===== config.mk =====
export PLATFORM = sky130hd
export DESIGN_NAME = multi_desel
export DESIGN_NICKNAME = d
export VERILOG_FILES = /design/src/rtl/multi_desel_pkg.sv /design/src/rtl/desel_chk.sv /design/src/rtl/multi_desel.sv
export SDC_FILE = /design/constraint.sdc
export NUM_CORES = 1
export LEC_CHECK = 0
export ABC_AREA = 1
export CAP_MARGIN = 20
export CORE_MARGIN = 2
export CORE_UTILIZATION = 59
export CTS_CLUSTER_DIAMETER = 50
export DETAILED_ROUTE_END_ITERATION = 10
export PLACE_DENSITY = 0.81
export SETUP_SLACK_MARGIN = 0.3
export SLEW_MARGIN = 20
export SYNTH_ARGS = -nofsm -noshare
export SYNTH_HDL_FRONTEND = slang
export SYNTH_SLANG_ARGS = --single-unit
export TNS_END_PERCENT = 10

===== constraint.sdc =====
create_clock -name clk -period 2.2 [get_ports clk]
set_input_delay 0.44 -clock clk [delete_from_list [all_inputs] [get_ports clk]]
set_output_delay 0.44 -clock clk [all_outputs]
set_load 0.01 [all_outputs]

===== src/rtl/multi_desel_pkg.sv =====
// ============================================================================
// Module : multi_desel_pkg
// Brief  : Shared types and constants for the multi_desel frame receiver.
// Rev    : 1.0
// ============================================================================
`default_nettype none

package multi_desel_pkg;

  typedef enum logic [1:0] {
    IDLE = 2'd0,
    S1   = 2'd1,
    S2   = 2'd2,
    S3   = 2'd3
  } state_t;

  localparam int K0       = 3;
  localparam int K1       = 7;
  localparam int K2       = 15;
  localparam int K3_SHIFT = 3;

  localparam int DEF_DW = 8;
  localparam int DEF_PW = 11;

endpackage

`default_nettype wire


===== src/rtl/desel_chk.sv =====
// ============================================================================
// Module : desel_chk
// Brief  : Recovers d from the x8 beat and cross-checks the x3/x7/x15 beats.
// Rev    : 1.0
// ============================================================================
`default_nettype none

module desel_chk
  import multi_desel_pkg::*;
#(
  parameter int DW = DEF_DW,
  parameter int PW = DEF_PW
) (
  input  logic [PW-1:0] p0,
  input  logic [PW-1:0] p1,
  input  logic [PW-1:0] p2,
  input  logic [PW-1:0] p3,
  output logic [DW-1:0] dr,
  output logic          ok
);

  logic [PW-1:0] w_d;
  logic [PW-1:0] w_x3;
  logic [PW-1:0] w_x7;
  logic [PW-1:0] w_x15;

  // Products wrap at PW bits, matching the transmitter's truncation.
  assign w_d   = p3 >> K3_SHIFT;
  assign w_x3  = (w_d << 1) + w_d;
  assign w_x7  = (w_d << 3) - w_d;
  assign w_x15 = (w_d << 4) - w_d;

  assign dr = w_d[DW-1:0];
  assign ok = (p3[K3_SHIFT-1:0] == '0) && (p0 == w_x3) &&
              (p1 == w_x7) && (p2 == w_x15);

endmodule

`default_nettype wire


===== src/rtl/multi_desel.sv =====
// ============================================================================
// Module : multi_desel
// Brief  : Frame receiver for the multi_sel product stream; recovers operand d.
// Rev    : 1.0
// ============================================================================
`default_nettype none

module multi_desel
  import multi_desel_pkg::*;
#(
  parameter int DW = DEF_DW,
  parameter int PW = DEF_PW,
  parameter int EW = 8
) (
  input  logic          clk,
  input  logic          rst,
  input  logic          in_grant,
  input  logic [PW-1:0] in_data,
  output logic [DW-1:0] d_out,
  output logic          d_valid,
  output logic          frame_err,
  output logic [EW-1:0] err_cnt,
  output logic          busy
);

  state_t        r_state;
  state_t        w_next;
  logic [PW-1:0] r_p0;
  logic [PW-1:0] r_p1;
  logic [PW-1:0] r_p2;
  logic          w_cap0;
  logic          w_cap1;
  logic          w_cap2;
  logic          w_eval;
  logic          w_abort;
  logic [DW-1:0] w_dr;
  logic          w_ok;
  logic          w_err;

  desel_chk #(.DW(DW), .PW(PW)) u_chk (
    .p0 (r_p0),
    .p1 (r_p1),
    .p2 (r_p2),
    .p3 (in_data),
    .dr (w_dr),
    .ok (w_ok)
  );

  always_ff @(posedge clk or negedge rst) begin
    if (!rst) r_state <= IDLE;
    else      r_state <= w_next;
  end

  // A grant in any mid-frame state aborts and restarts with this beat as p0.
  always_comb begin
    w_next  = r_state;
    w_cap0  = 1'b0;
    w_cap1  = 1'b0;
    w_cap2  = 1'b0;
    w_eval  = 1'b0;
    w_abort = 1'b0;
    if (in_grant) begin
      w_cap0  = 1'b1;
      w_abort = (r_state != IDLE);
      w_next  = S1;
    end else begin
      case (r_state)
        S1:      begin w_cap1 = 1'b1; w_next = S2;   end
        S2:      begin w_cap2 = 1'b1; w_next = S3;   end
        S3:      begin w_eval = 1'b1; w_next = IDLE; end
        default: w_next = IDLE;
      endcase
    end
  end

  assign w_err = w_abort | (w_eval & ~w_ok);

  always_ff @(posedge clk or negedge rst) begin
    if (!rst) begin
      r_p0      <= '0;
      r_p1      <= '0;
      r_p2      <= '0;
      d_out     <= '0;
      d_valid   <= 1'b0;
      frame_err <= 1'b0;
      err_cnt   <= '0;
    end else begin
      if (w_cap0) r_p0 <= in_data;
      if (w_cap1) r_p1 <= in_data;
      if (w_cap2) r_p2 <= in_data;
      if (w_eval && w_ok) d_out <= w_dr;
      d_valid   <= w_eval & w_ok;
      frame_err <= w_err;
      if (w_err && (err_cnt != {EW{1'b1}}))
        err_cnt <= err_cnt + {{(EW-1){1'b0}}, 1'b1};
    end
  end

  assign busy = (r_state != IDLE);

endmodule

`default_nettype wire


==> flow_summary_export.csv, run 1 <==
group,metric,value,unit
route,drt_iter0_drc,421,
floorplanning,coreArea,0.00676,mm²
power_and_ir_drop,swShare,39.5,%
timing,finalCritPeriodShare,125,%
logic_synthesis,synth_compound_area_share,8.83,%
final_layout,drive_gt1_share,23.0,%
flow_run,cap_violations,0,
floorplanning,die_h,87.2,µm
cts,cts_buffers,5,
logic_synthesis,ys_seq_area_share,32.5,%
critical_path,slowest_stage,"fa_1",
critical_path,crit_fanout,2,
timing,slew_viol_final,0,
timing,worst_slack,-0.541,ns
min_path,hold_class,"in2async",
timing,hold_viol,0,
route,via_count,4459,
global_routing,overflow,0,
global_routing,grt_pass1_vias,4371,
cts,path_clk_slew,0.11,ns
route,wirelength,13.0,mm
timing,setup_viol,18,
critical_path,reg2regPathDepth,14,
logic_synthesis,async_flop_share,100,%
floorplanning,ios,33,
critical_path,max_stage_delay,0.47,ns
critical_path,critPathKind,"in2reg",
placed_design,port_buffers,32,
global_routing,grt_usage,33.5,%
global_routing,grt_pass1_wl,19.8,mm
logic_synthesis,ys_top_cells_by_area,"dfrtp_1 32%, nand2_1 17%, ha_1 8.9%",
timing,rsz0062_at_grt,"yes",
power_and_ir_drop,cellLeakagePower,0.00289,µW
logic_synthesis,yosys_register_bits,53,
logic_synthesis,synth_most_common_cell,"nand2_1",
logic_synthesis,synth_ff_type,"dfrtp_1",
power_and_ir_drop,ir_drop,0.000519,V
cts,ctsRootBufferMaster,"clkbuf_8",
logic_synthesis,avgSynthCellArea,7.04,µm²
critical_path,timing.rr.end,"d_out[5]$_DFFE_PN0P_",
outcome,violations,"negative setup slack",
logic_synthesis,yosys.area_share.adder,9.38,%
global_routing,grt_max_degree,26,
route,first_pass_iters,7,
critical_path,cp-start-kind,"input pin",
cts,cts_max_level,2,
logic_synthesis,synth-xor-area-share,6.99,%
logic_synthesis,ys_top_cells_by_count,"187 x nand2_1, 75 x inv_1, 57 x nand3_1",
critical_path,crit_path_cell_trace,"buf_8, ha_4, fa_1, xor2_1, nor2_1, buf_4, buf_6, buf_6, buf_6, buf_6, nand2_4, nor2_4, nand3_2, nand3b_1, nor2_1, nand4_1, nor4_2",
critical_path,worstPathArrival,2.96,ns
power_and_ir_drop,pwr-share-clk,16.3,%
placed_design,dp_slack,-1.06,ns
timing,relSlewSlack,66.6,%
placed_design,place_hpwl,8.68,mm
route,post_drt_via_cell_ratio,5.69,
timing,whs,0.0238,ns
cts,cts_tree,"yes",
power_and_ir_drop,power_frac_seq,37.7,%
route,route.detailed.drc,0,
logic_synthesis,synthMuxAreaShare,0,%
logic_synthesis,yosys_warnings,0,
final_layout,design_area,0.00559,mm²
logic_synthesis,synth_top_area_cell,"dfrtp_1",
power_and_ir_drop,net-switching-power,1400,µW
cts,clock_sinks,53,
logic_synthesis,synth_top_family_by_area,"simple AND/OR/NAND/NOR gates",
logic_synthesis,yosysTopAreaCellShare,32.5,%
cts,worst_skew_pair.late_latency,0.33,ns
final_layout,fin_nets,746,
critical_path,r2r_slack,-0.09,ns
timing,tightestPinTransition,0.500,ns
timing,skew,0.0145,ns
critical_path,setup.worst_path.end_class,"register",
outcome,outcome,"finished with violations",
floorplanning,rows,30,
timing,max_freq,365,MHz
critical_path,r2r-start,"r_p1[2]$_DFFE_PN0P_",
power_and_ir_drop,p_int,2150,µW
timing,period_needed,2.74,ns
power_and_ir_drop,p_comb_share,46.0,%
final_layout,synthToLayoutAreaGrowth,36.9,%
cts,clockBufferDepth,2,
logic_synthesis,yosysUniqueCellTypes,33,
logic_synthesis,synthSimpleGateAreaFrac,33.4,%
critical_path,critical_path_required,2.42,ns
placed_design,globalplace.congestion,0.949,
route,antenna_left,0,
power_and_ir_drop,pwr_density_cell,636,mW/mm²
logic_synthesis,syn-cell-area,0.00408,mm²
route,wl_per_cell,16.6,µm
floorplanning,die_x,87.2,µm
placed_design,post_dp_cell_area,0.00503,mm²
critical_path,crit_top_cell,"buf_6",
floorplanning,start_util,60.4,%
logic_synthesis,synth_edf_count,0,
final_layout,antenna_cells,0,
logic_synthesis,synth_cells,580,
floorplanning,die_area,0.00760,mm²
global_routing,grt_antenna_before_repair,0,
logic_synthesis,synth_nets,624,
## flip-flops by register name (all words and copies together), names as in the netlist
| name | count |
|---|---|
| d_out | 8 |
| d_valid | 1 |
| err_cnt | 8 |
| frame_err | 1 |
| r_p0 | 11 |
| r_p1 | 11 |
| r_p2 | 11 |
| r_state | 2 |
## metal layers
| metal | track usage (%) | share of wire, % | up-vias |
|---|---|---|---|
| met5 | 0 | 0 | - |
| met4 | 17.6 | 5.6 | 0 |
| met3 | 4.64 | 5.9 | 75 |
| met2 | 57.8 | 49 | 205 |
| met1 | 40.4 | 39 | 2086 |
| li1 | - | - | 2093 |
## critical path: cells and delay by family
kind,cells,cell delay (ns)
buf+inv,6,0.57
xor+xnor,1,0.17
simple gates,8,1.15
fa+ha+maj,2,0.64
## power groups by stage
| stage | clock (µW) | sequential, µW | combinational [µW] |
|---|---|---|---|
| 2_1_floorplan | 0 | 1330 | 834 |
| 4_1_cts | 580 | 1330 | 1540 |
| 3_3_place_gp | 0 | 1340 | 1400 |
| 6_report | 580 | 1340 | 1640 |
| 3_5_place_dp | 0 | 1350 | 1450 |
| 5_1_grt | 620 | 1360 | 1800 |
## cell families after synthesis
| logic type | count (synthesis) |
|---|---|
| adders and majority gates | 30 |
| AOI/OAI and AO/OA | 63 |
| DFF | 53 |
| xor gates and xnor gates | 31 |
| and+or+nand+nor | 313 |
| buffers and inverters | 90 |
## metrics by stage
step	setup TNS (ns)	util, %	instances	power [µW]
global route	-9.18	82.7	783	3780
global placement	-17.36	74.5	758	2730
CTS	-6.02	80.8	779	3450
floorplan	-2.64	-	580	2160
finish	-7.32	82.7	783	3560
detailed placement	-18.01	74.5	758	2800
## cell usage in the layout (no fill, tap or decap), types with 2 or more instances in the layout
| cell type | Yosys | final |
|---|---|---|
| nor2_1 | 38 | 32 |
| buf_6 | 3 | 9 |
| o21bai_1 | 3 | 3 |
| o21ai_0 | 37 | 37 |
| nor2_4 | 2 | 5 |
| a21oi_1 | 9 | 6 |
| xnor2_1 | 12 | 12 |
| nand2_4 | 2 | 3 |
| nor2_2 | 0 | 4 |
| nand2_1 | 187 | 184 |
| nor3b_1 | 3 | 3 |
| xor2_1 | 18 | 18 |
| or2_2 | 3 | 3 |
| dlygate4sd2_1 | 0 | 6 |
| inv_2 | 4 | 5 |
| a21oi_2 | 3 | 5 |
| buf_8 | 0 | 3 |
| nand2_2 | 3 | 5 |
| nand3_1 | 57 | 53 |
| nand4_1 | 9 | 9 |
| clkdlybuf4s50_1 | 0 | 22 |
| ha_1 | 29 | 13 |
| inv_4 | 1 | 4 |
| clkbuf_8 | 0 | 5 |
| buf_12 | 0 | 2 |
| buf_4 | 0 | 79 |
| nand3_2 | 3 | 6 |
| dfrtp_1 | 53 | 53 |
| inv_1 | 75 | 71 |
| o21a_1 | 8 | 8 |
| nand3b_1 | 4 | 4 |
| ha_4 | 0 | 15 |
## how the worst max path moves through the flow
stage | depth (start not counted) | end | start | slack [ns]
after floorplan | 15 | d_out[7]$_DFFE_PN0P_ | in_data[3] | -0.24
after global placement | 18 | err_cnt[5]$_DFFE_PN0P_ | in_data[4] | -1.0
after detailed placement | 17 | err_cnt[2]$_DFFE_PN0P_ | in_data[3] | -1.06
after CTS | 15 | d_out[5]$_DFFE_PN0P_ | in_data[3] | -0.37
after global routing | 17 | d_valid$_DFF_PN0_ | in_data[4] | -0.69
final | 17 | d_valid$_DFF_PN0_ | in_data[4] | -0.54
## area by class of cell
cell class,instances,area (µm²)
multi-input combinational,439,2700
inverter,80,310
timing repair buffer,123,1060
tap,80,100
sequential,53,1330
fill,428,1170
clock buffer,6,72.6
clock inverter,2,13.8
## timing repair
action | CTS | global route
hold buffers | 0 | 0
pin swaps | 20 | 19
setup endpoints to repair | 19 | 18
resized for setup | 61 | 26
gates cloned | 2 | 0
buffers inserted | 11 | 4
hold endpoints to repair | 0 | 0
No activity file was read; power rests on OpenSTA's default activity.
==> run 2, diff against run 1 <==
- SLEW_MARGIN: 20 -> default
==> results of run 2 <==
The final DEF is identical to that of run 1; final timing and power are the same.
==> RTL edit 1: new RTL, flow settings as in run 2 <==
The 4 states of `state_t` get a one-hot encoding in 4 bits.
--- a/src/rtl/multi_desel_pkg.sv
+++ b/src/rtl/multi_desel_pkg.sv
@@ -7,11 +7,11 @@
 
 package multi_desel_pkg;
 
-  typedef enum logic [1:0] {
-    IDLE = 2'd0,
-    S1   = 2'd1,
-    S2   = 2'd2,
-    S3   = 2'd3
+  typedef enum logic [3:0] {
+    IDLE = 4'b0001,
+    S1   = 4'b0010,
+    S2   = 4'b0100,
+    S3   = 4'b1000
   } state_t;
 
   localparam int K0       = 3;
Behaviour: no difference found for any inputs over 10 cycles, from zero or initial values and one cycle with rst low; not proved beyond that.
==> RTL edit 1 against run 2 <==
The flow still finishes with violations (setup timing). Final area rose by 8.1%. Sequential cell count rose by 2. Area after synthesis increased by 5.5%. Routed wire length is 6.0% higher. Power increased by 0.31%. Worst setup slack improved by 280 ps. Die area is 5.2% higher. Clock skew down 1.7 ps.
==> RTL edit 1: results (changes against run 2) <==
status:
  outcome: "finished with violations"  # unchanged
  violations: "setup timing"  # unchanged
timing:
  setup_viol: 18  # unchanged
  layout_setup_ws_ps: -257  # was -541 ps
  whs_ps: 57.4  # was 23.8 ps
  fin_skew_ps: 12.8  # was 14.5 ps
  tns_ps: -3720  # was -7320 ps
placement:
  place_congestion: 0.927  # was 0.949
  place_area_mm2: 0.00530  # was 0.00503 mm²
  pre_cts_ws_ps: -1030  # was -1060 ps
  dp_cells: 793  # was 758
route:
  vias_per_cell: 5.53  # was 5.69
  wl_met2_um: 6690  # was 6420 µm
  routedWlPerCell_um: 16.7  # was 16.6 µm
  drc: 0  # unchanged
  drt-initial-drc-count: 357  # was 421
  drt-met1-wl_um: 5640  # was 5060 µm
  drtPass1Iterations: 5  # was 7
  wl_met3_um: 831  # was 769 µm
critical_path:
  cp_slowest_cell: "ha_1"  # was fa_1
  r2r_cells: 12  # was 14
  critPathMaxFanout: 8  # was 2
  rrSetupSlack_ps: 10  # was -90 ps
  r2r_end: "d_valid"  # was d_out[5]
  cp_data_arrival_time_ps: 2700  # was 2960 ps
  crit_start: "in_data[9]"  # was in_data[4]
synth:
  synth-seq-cells: 55  # was 53
  syn_inst: 593  # was 580
  synth_area_leaders: "dfrtp_1 (31%), nand2_1 (15%), ha_1 (7.3%)"  # was dfrtp_1 (32%), nand2_1 (17%), ha_1 (8.9%)
  synth_cell_type_count: 44  # was 33
  synth_commonest_cells: "nand2_1 (174), inv_1 (73), nand3_1 (55)"  # was nand2_1 (187), inv_1 (75), nand3_1 (57)
  yosysSeqAreaShare_pct: 32.0  # was 32.5%
  synth.net_count: 633  # was 624
global_routing:
  met1_usage_pct: 44.1  # was 40.4%
  grt_usage_pct: 34.5  # was 33.5%
  grt_util_met2_pct: 58.7  # was 57.8%
  grt_pass1_wl_um: 21200  # was 19800 µm
  grt_pass1_vias: 4422  # was 4371
power:
  p_leak_nw: 2.97  # was 2.89 nW
  switching_share_pct: 39.5  # about the same
  ir_drop_uv: 524  # was 519 µV
finish:
  inverters_excl_clock: 83  # was 80
  multi_input_area_share_pct: 49.1  # was 48.4%
  drive_gt1_share_pct: 32.0  # was 23.0%
  non_clock_buffer_count: 132  # was 123
  clkCellAreaFrac_pct: 1.59  # was 1.54%
  post-route-cell-area_mm2: 0.00604  # was 0.00559 mm²
  n_fill_cell: 406  # was 428
  clock_buffers: 5  # was 6
  seq_share_pct: 22.8  # was 23.7%
floorplan:
  die_x_um: 89.4  # was 87.2 µm
RTL edit 1: power by group through the flow:
stage	registers, mW	clock network, mW	logic, mW
after CTS	1.33	0.630	1.50
after floorplan	1.33	0	0.823
after detailed placement	1.34	0	1.37
after global routing	1.35	0.667	1.75
after global placement	1.34	0	1.33
final	1.34	0.630	1.60
RTL edit 1: cell families after synthesis:
family | count (synthesis) | share of synthesized area [%]
buffers and inverters | 93 | 8.95
AO/OA/AOI/OAI | 63 | 9.21
XOR/XNOR | 37 | 7.70
AND/OR/NAND/NOR | 319 | 34.4
adder cells (fa/ha/maj) | 26 | 7.73
flip-flops | 55 | 32.0
RTL edit 1: timing repair:
item	4_1_cts	5_1_grt
cloned	2	0
endpoints found under the hold margin	0	0
resized for setup	102	33
hold buffers	0	0
pin swaps	40	25
setup endpoints to repair	19	19
buffers inserted	19	2
==> RTL edit 2: new RTL, flow settings as in run 2 <==
Without the edit above. `DEF_DW`: 8 -> 7.
--- a/src/rtl/multi_desel_pkg.sv
+++ b/src/rtl/multi_desel_pkg.sv
@@ -19,7 +19,7 @@
   localparam int K2       = 15;
   localparam int K3_SHIFT = 3;
 
-  localparam int DEF_DW = 8;
+  localparam int DEF_DW = 7;
   localparam int DEF_PW = 11;
 
 endpackage
Ports: changed (resized d_out); port bits go from 33 to 32. The function was not compared with the original's and may differ.
==> RTL edit 2 against run 2 <==
The run still ends with setup timing left. First-iteration DRC count increased by 16%. Synthesized cell count increased by 6.7%. Non-clock buffer count increased by 9. Sequential cell count decreased by 1. Clock power increased by 6.6%. Largest cell class unchanged. Final area increased by 6.1%. Highest routed layer unchanged. Register-to-register slack improved by 100 ps. Cell count increased by 8.4%. Hold slack improved by 94 ps. Area after synthesis increased by 3.2%. Routed wire length increased by 14%. Worst setup slack improved by 180 ps. Power increased by 6.5%.
==> RTL edit 2: results (changes against run 2) <==
status:
  outcome: "finished with violations"  # unchanged
  violations: "setup timing"  # unchanged
route:
  routedWlPerCell_um: 17.5  # was 16.6 µm
  drtPass1Iterations: 6  # was 7
  postRouteWirelength_um: 14800  # was 13000 µm
  vias_per_cell: 5.77  # was 5.69
timing:
  setup_viol: 17  # was 18
  fin_skew_ps: 10.1  # was 14.5 ps
  max-slew-margin-rel_pct: 56.1  # was 66.6%
  layout_setup_ws_ps: -358  # was -541 ps
finish:
  n_fill_cell: 388  # was 428
  clkCellAreaFrac_pct: 1.62  # was 1.54%
  area_share_nonclk_buffers_pct: 18.6  # was 19.0%
  fin_nets: 796  # was 746
  ff_latch_area_mm2: 0.00130  # was 0.00133 mm²
  multi_input_area_share_pct: 49.4  # was 48.4%
  clock_buffers: 5  # was 6
  inverters_excl_clock: 95  # was 80
clock_network:
  postCtsResizedCells: 60  # was 61
  post_cts_buffers: 8  # was 11
critical_path:
  critPathMaxFanout: 8  # was 2
  cp_slowest_stage_delay_ps: 410  # was 470 ps
  cp_data_arrival_time_ps: 2840  # was 2960 ps
  rrSetupSlack_ps: 10  # was -90 ps
  r2r_cells: 17  # was 14
  cp_slowest_cell: "fa_2"  # was fa_1
  r2r-start: "r_p0[7]"  # was r_p1[2]
global_routing:
  grt_pass1_wl_um: 21300  # was 19800 µm
  grt_max_degree: 28  # was 26
  grt_pass1_vias: 4571  # was 4371
placement:
  io_buffers: 31  # was 32
  place_congestion: 0.990  # was 0.949
  hpwlAfterDp_um: 9350  # was 8680 µm
power:
  p_leak_nw: 3.08  # was 2.89 nW
  ir_drop_uv: 584  # was 519 µV
synth:
  yosysSeqAreaShare_pct: 30.9  # was 32.5%
  synth-seq-cells: 52  # was 53
  syn_inst: 619  # was 580
  synth_commonest_cells: "nand2_1 (204), inv_1 (89), nand3_1 (59)"  # was nand2_1 (187), inv_1 (75), nand3_1 (57)
RTL edit 2: cell types whose count changed in the layout (fill, tap and decap cells not counted), sizes merged, moves of 3 or more:
cell / before / now
nand4: 9 / 12
nand2: 193 / 214
o21a: 8 / 0
nand3: 60 / 63
nor2: 41 / 52
inv: 81 / 93
xnor2: 12 / 9
buf: 94 / 107
dlygate4sd2: 6 / 1
nor3: 0 / 3
RTL edit 2: power by group:
part / internal (mW) / switching [mW]
combinational: 0.863 / 0.985
sequential: 1.14 / 0.187
clock: 0.235 / 0.383
RTL edit 2: per-layer routing:
metal	share of wire [%]	global-route usage, %
met5	0	0
met4	5.8	19.0
met3	10	7.09
met2	47	60.2
met1	37	41.9
RTL edit 2: cell families (layout without fill, tap and decap cells):
group           count (synthesis)  count (layout)  synth area share, %
flops                          52              52                 30.9
compound gates                 53              53                 6.68
fa+ha+maj                      30              30                 9.09
xor+xnor                       28              28                 5.82
simple gates                  353             355                 37.7
buf+inv                       103             235                 9.80
RTL edit 2: worst max path at each step:
stage / slack (ps) / start / cells after the start / end
floorplan: -140 / in_data[3] / 15 / d_out[4]
global placement: -910 / in_data[6] / 16 / d_out[1]
detailed placement: -980 / in_data[6] / 20 / err_cnt[2]
CTS: -290 / in_data[4] / 17 / err_cnt[4]
global route: -450 / in_data[4] / 20 / err_cnt[6]
finish: -360 / in_data[4] / 20 / err_cnt[4]
RTL edit 2: stage by stage:
stage	setup TNS (ps)	area, µm²	worst slack [ps]	hold slack (ps)
finish	-5170	5930	-358	118
global route	-6600	5930	-446	163
CTS	-3890	5640	-292	164
detailed placement	-15730	5230	-977	497
global placement	-14750	5230	-907	482
floorplan	-1820	4210	-137	144
